<file path="src/rtl/imem_loader_pkg.sv">
// Shared types and constants for the boot-time instruction-memory loader.
package imem_loader_pkg;

  localparam int unsigned BYTES_PER_WORD = 4;
  localparam int unsigned LEN_WIDTH      = 16;
  localparam int unsigned WORD_WIDTH     = 8 * BYTES_PER_WORD;

  typedef enum logic [2:0] {
    IDLE,
    LEN0,
    LEN1,
    PAYLOAD,
    CHECK,
    DONE,
    ERROR
  } state_t;

endpackage

</file>
<file path="src/rtl/imem_loader_word_assembler.sv">
// Collects little-endian payload bytes into one instruction word.
module word_assembler
  import imem_loader_pkg::*;
(
  input  logic                  clk_i,
  input  logic                  rst_ni,
  input  logic                  clear_i,
  input  logic                  byte_en_i,
  input  logic [7:0]            byte_i,
  output logic [WORD_WIDTH-1:0] word_c,
  output logic                  word_ready_c
);

  localparam int unsigned IDX_WIDTH = $clog2(BYTES_PER_WORD);

  logic [IDX_WIDTH-1:0]  byte_idx;
  logic [WORD_WIDTH-1:0] word_q;

  // Byte index wraps naturally after the last byte of a word.
  always_ff @(posedge clk_i) begin
    if (!rst_ni) begin
      byte_idx <= '0;
      word_q   <= '0;
    end else if (clear_i) begin
      byte_idx <= '0;
      word_q   <= '0;
    end else if (byte_en_i) begin
      word_q[8*byte_idx +: 8] <= byte_i;
      byte_idx                <= byte_idx + IDX_WIDTH'(1);
    end
  end

  // Word including the byte being accepted this cycle, so the top can register it directly.
  always_comb begin
    word_c                  = word_q;
    word_c[8*byte_idx +: 8] = byte_i;
  end

  assign word_ready_c = byte_en_i && (byte_idx == IDX_WIDTH'(BYTES_PER_WORD - 1));

endmodule

</file>
<file path="src/rtl/imem_loader.sv">
// Boot loader: framed byte stream -> instruction-memory writes, checksum check, core reset release.
module imem_loader
  import imem_loader_pkg::*;
#(
  parameter int unsigned         INSTR_WIDTH = 32,
  parameter int unsigned         ADDR_WIDTH  = 32,
  parameter logic [ADDR_WIDTH-1:0] BASE_ADDR = '0,
  parameter int unsigned         MAX_WORDS   = 1024
) (
  input  logic                   clk_i,
  input  logic                   rst_ni,
  input  logic                   start_i,
  input  logic [7:0]             byte_i,
  input  logic                   byte_valid_i,
  output logic                   byte_ready_o,
  output logic                   imem_we_o,
  output logic [ADDR_WIDTH-1:0]  imem_addr_o,
  output logic [INSTR_WIDTH-1:0] imem_wdata_o,
  output logic                   cpu_rst_o,
  output logic                   done_o,
  output logic                   err_o
);

  state_t                state, state_c;
  logic [LEN_WIDTH-1:0]  len;
  logic [LEN_WIDTH-1:0]  len_full_c;
  logic [LEN_WIDTH-1:0]  word_idx;
  logic [7:0]            checksum;
  logic                  xfer_c;
  logic                  start_c;
  logic                  payload_xfer_c;
  logic                  word_ready_c;
  logic [WORD_WIDTH-1:0] word_c;

  assign xfer_c         = byte_valid_i && byte_ready_o;
  assign start_c        = start_i && (state inside {IDLE, DONE, ERROR});
  assign payload_xfer_c = xfer_c && (state == PAYLOAD);
  assign len_full_c     = {byte_i, len[7:0]};

  word_assembler u_word_assembler (
    .clk_i       (clk_i),
    .rst_ni      (rst_ni),
    .clear_i     (start_c),
    .byte_en_i   (payload_xfer_c),
    .byte_i      (byte_i),
    .word_c      (word_c),
    .word_ready_c(word_ready_c)
  );

  // Next-state selection.
  always_comb begin
    state_c = state;
    unique case (state)
      IDLE, DONE, ERROR: if (start_c) state_c = LEN0;
      LEN0:              if (xfer_c) state_c = LEN1;
      LEN1: begin
        if (xfer_c) begin
          if (32'(len_full_c) > MAX_WORDS)     state_c = ERROR;
          else if (len_full_c == '0)           state_c = CHECK;
          else                                 state_c = PAYLOAD;
        end
      end
      PAYLOAD: if (word_ready_c && (word_idx == len - LEN_WIDTH'(1))) state_c = CHECK;
      CHECK:   if (xfer_c) state_c = (byte_i == checksum) ? DONE : ERROR;
      default: state_c = IDLE;
    endcase
  end

  // State, datapath and registered outputs all derive from the chosen next state.
  always_ff @(posedge clk_i) begin
    if (!rst_ni) begin
      state        <= IDLE;
      len          <= '0;
      word_idx     <= '0;
      checksum     <= '0;
      byte_ready_o <= 1'b0;
      imem_we_o    <= 1'b0;
      imem_addr_o  <= '0;
      imem_wdata_o <= '0;
      cpu_rst_o    <= 1'b1;
      done_o       <= 1'b0;
      err_o        <= 1'b0;
    end else begin
      state        <= state_c;
      byte_ready_o <= state_c inside {LEN0, LEN1, PAYLOAD, CHECK};
      done_o       <= (state_c == DONE);
      err_o        <= (state_c == ERROR);
      cpu_rst_o    <= (state_c != DONE);
      imem_we_o    <= word_ready_c;

      if (start_c) begin
        word_idx <= '0;
        checksum <= '0;
      end

      if (xfer_c && state == LEN0) len[7:0]  <= byte_i;
      if (xfer_c && state == LEN1) len[15:8] <= byte_i;
      if (payload_xfer_c)          checksum  <= checksum ^ byte_i;

      if (word_ready_c) begin
        imem_addr_o  <= BASE_ADDR + ADDR_WIDTH'(BYTES_PER_WORD) * ADDR_WIDTH'(word_idx);
        imem_wdata_o <= INSTR_WIDTH'(word_c);
        word_idx     <= word_idx + LEN_WIDTH'(1);
      end
    end
  end

endmodule
</file>
<file path="config.mk">
export PLATFORM = sky130hd
export DESIGN_NAME = imem_loader
export DESIGN_NICKNAME = d
export VERILOG_FILES = /design/src/rtl/imem_loader_pkg.sv /design/src/rtl/imem_loader_word_assembler.sv /design/src/rtl/imem_loader.sv
export SDC_FILE = /design/constraint.sdc
export NUM_CORES = 1
export LEC_CHECK = 0
export CORE_UTILIZATION = 40
export CTS_CLUSTER_DIAMETER = 150
export DETAILED_ROUTE_END_ITERATION = 12
export HOLD_SLACK_MARGIN = 0.02
export PLACE_DENSITY = 0.67
export RECOVER_POWER = 100
export SETUP_SLACK_MARGIN = 0.05
export SLEW_MARGIN = 20
export SYNTH_ARGS = -nofsm -noshare
export SYNTH_HDL_FRONTEND = slang
export SYNTH_SLANG_ARGS = --single-unit
</file>
<file path="constraint.sdc">
create_clock -name clk_i -period 3.4 [get_ports clk_i]
set_input_delay 0.68 -clock clk_i [delete_from_list [all_inputs] [get_ports clk_i]]
set_output_delay 0.68 -clock clk_i [all_outputs]
set_load 0.03 [all_outputs]
</file>
==> run_results.csv <==
group,metric,value,unit
floorplan,fp.dieArea,14800,um^2
synth,synth_ff_type,"dfxtp_1",
global_routing,grt_pass1_vias,4754,
timing,post-route-period-util,0.943,
finish,final_area,7060,um^2
floorplan,start_util,0.411,
place,dpl_cell_area,6510,um^2
global_routing,grt_first_pass_wirelength,24300,um
timing,period_minus_slack,3.20,ns
finish,syn_to_final_growth,23.2,%
critical_path,crit_path_start_kind,"register",
clocking,clk_path_buf_depth,2,
timing,hold_violations,0,
critical_path,worst-path-max-fanout,6,
synth,avgSynthCellArea,8.37,um^2
timing,setup_viol,0,
synth,ys_ff_latch,122,
timing,finalMaxSlewViolations,0,
power_and_ir_drop,p_leak,2.71,nW
routing,vias,5170,
timing,tns,0,ns
floorplan,core,13900,um^2
synth,synth_common_cells,"dfxtp_1, nor2_1, nand2_1, clkbuf_1, a21oi_1",
critical_path,cp_data_required_time,3.74,ns
floorplan,die_width,122,um
synth,synth_area_leader_cell,"dfxtp_1",
place,io_buffer_count,64,
synth,syn_area,5730,um^2
clocking,cts_root_buffer,"clkbuf_16",
place,dpl.hpwl,10400,um
synth,yosys_warnings,0,
clocking,cts_resized,0,
global_routing,overflow,0,
clocking,post_cts_buffers,0,
timing,fmax,312,MHz
critical_path,criticalPathCategory,"register to register",
clocking,cts_tree,"done",
min_path,holdCritPathClass,"register to register",
finish,nNetsFinal,757,
floorplan,io_pins,81,
routing,vias_per_cell,5.55,
critical_path,cp.arrival,3.54,ns
routing,route.detailed.drc,0,
timing,rsz0062_at_grt,"false",
finish,n_fill_cell,1315,
clocking,clk_latency,0.42,ns
global_routing,track_usage,0.213,
finish,drive_gt1_frac,0.0852,
global_routing,antenna_found_initial,0,
critical_path,crit_path_end_kind,"register",
clocking,cts_hold_buf,0,
routing,ant_nets,0,
routing,drt_wl_total,15100,um
finish,num_antenna_cells,0,
timing,skew,0.00640,ns
synth,synth.most_common_cell,"dfxtp_1",
run_status,outcome,"complete, no violations",
clocking,numCtsBuffers,17,
timing,maxSlewHeadroom,0.101,
routing,drtIter0Drc,423,
synth,yosysUniqueCellTypes,59,
clocking,clk_pin_slew_worst_paths,0.05,ns
floorplan,placementRows,43,
timing,tightest_slew,1.35,ns
synth,syn_inst,685,
synth,synthArstFlopShare,0,
clocking,h-tree-depth,4,
place,place_congestion,0.893,
synth,synth_seq_area_share,0.426,
power_and_ir_drop,power_density,488,nW/um^2
routing,detail_route.first_pass.iterations,5,
job,maxCapViolCount,0,
clocking,cts_sinks,122,
power_and_ir_drop,vdd_ir_drop_max,0.294,mV
global_routing,grt_max_degree,45,
synth,synth.top_cell.area_share,0.426,
routing,routedWlPerCell,16.2,um
synth,synthTopCellsByArea,"dfxtp_1, nor2_1, nand2_1",
floorplan,die_h,122,um
synth,synth-edff-count,0,
cell usage in the layout, fill, tap and decap left out, types with 11 or more instances in the layout:
| cell | synthesis | routed |
|---|---|---|
| dfxtp_1 | 122 | 122 |
| nor2_1 | 106 | 106 |
| nand2_1 | 57 | 57 |
| dlygate4sd3_1 | 0 | 54 |
| a21oi_1 | 35 | 35 |
| nor3_1 | 34 | 34 |
| a22oi_1 | 28 | 28 |
| o21ai_0 | 25 | 25 |
| a221oi_1 | 24 | 24 |
| xor2_1 | 21 | 21 |
| clkbuf_16 | 0 | 17 |
| buf_4 | 16 | 17 |
| conb_1 | 1 | 16 |
| mux2i_1 | 15 | 15 |
| inv_1 | 14 | 13 |
| nand3_1 | 11 | 11 |
| nor4_1 | 10 | 11 |
cell families after synthesis:
kind of cell    share of synthesized area
flops                               0.426
xor+xnor                           0.0474
fa+ha+maj                          0.0170
simple gates                        0.223
buf+inv                            0.0670
mux                                0.0262
other cells                      0.000654
compound gates                      0.193
cell type report:
cell class	count	area (um^2)	share of cell area
repair buffers	88	797	0.113
clock buffers	18	439	0.0622
clock inverters	14	148	0.0209
inverters	15	56.3	0.00797
multi-input cells	494	2960	0.418
well taps	180	225	0.0319
flip-flops and latches	122	2440	0.346
critical path, stage by stage (launching register included):
cell,delay (ns)
dfxtp_1,0.34
inv_1,0.09
ha_1,0.23
or4b_4,0.55
nor4b_4,0.28
xnor2_1,0.08
or4_1,0.50
or4_4,0.53
a211oi_2,0.29
mux2i_1,0.24
state kept, by name, indices dropped and copies added, names as in the netlist:
register,flops
imem_addr_o,16
state,3
word_idx,16
imem_we_o,1
cpu_rst_o,1
imem_wdata_o,32
done_o,1
u_word_assembler.byte_idx,2
checksum,8
len,16
err_o,1
byte_ready_o,1
u_word_assembler.word_q,24
report_power, final:
| part | leakage (nW) | total (W) | switching (W) | internal, W |
|---|---|---|---|---|
| sequential | 0.983 | 0.00145 | 0.0000127 | 0.00144 |
| combinational | 1.44 | 0.000225 | 0.000151 | 0.0000744 |
| clock | 0.286 | 0.00177 | 0.000671 | 0.00110 |
worst paths after layout:
kind                                 endpoint  depth (start not counted)                   startpoint  slack (ns)
setup / recovery      byte_ready_o$_SDFF_PN0_                          9          len[0]$_SDFFE_PN0P_        0.20
hold / removal    imem_addr_o[4]$_SDFFE_PN0P_                          2  imem_addr_o[4]$_SDFFE_PN0P_        0.45
setup reg to reg      byte_ready_o$_SDFF_PN0_                          9          len[0]$_SDFFE_PN0P_        0.20
hold reg to reg   imem_addr_o[4]$_SDFFE_PN0P_                          2  imem_addr_o[4]$_SDFFE_PN0P_        0.45
stage by stage:
| step | hold slack, ns | util | instances | setup WS, ns | power, W |
|---|---|---|---|---|---|
| 6_report | 0.455 | 0.507 | 931 | 0.195 | 0.00345 |
| 5_1_grt | 0.473 | 0.507 | 931 | 0.0595 | 0.00356 |
| 4_1_cts | 0.460 | 0.510 | 931 | 0.188 | 0.00347 |
| 3_5_place_dp | 0.449 | 0.467 | 899 | 0.0873 | 0.00170 |
| 3_3_place_gp | 0.451 | 0.467 | 899 | 0.215 | 0.00170 |
| 2_1_floorplan | 0.469 | - | 700 | 0.475 | 0.00165 |
metal layers:
metal / vias to the layer above / wire length, um / track usage
li1: 2516 / - / -
met3: 22 / 796 / 0.0417
met5: - / 0 / 0
met2: 186 / 6840 / 0.326
met1: 2446 / 7250 / 0.293
met4: 0 / 231 / 0.0872
No activity file was read; power rests on OpenSTA's default activity.
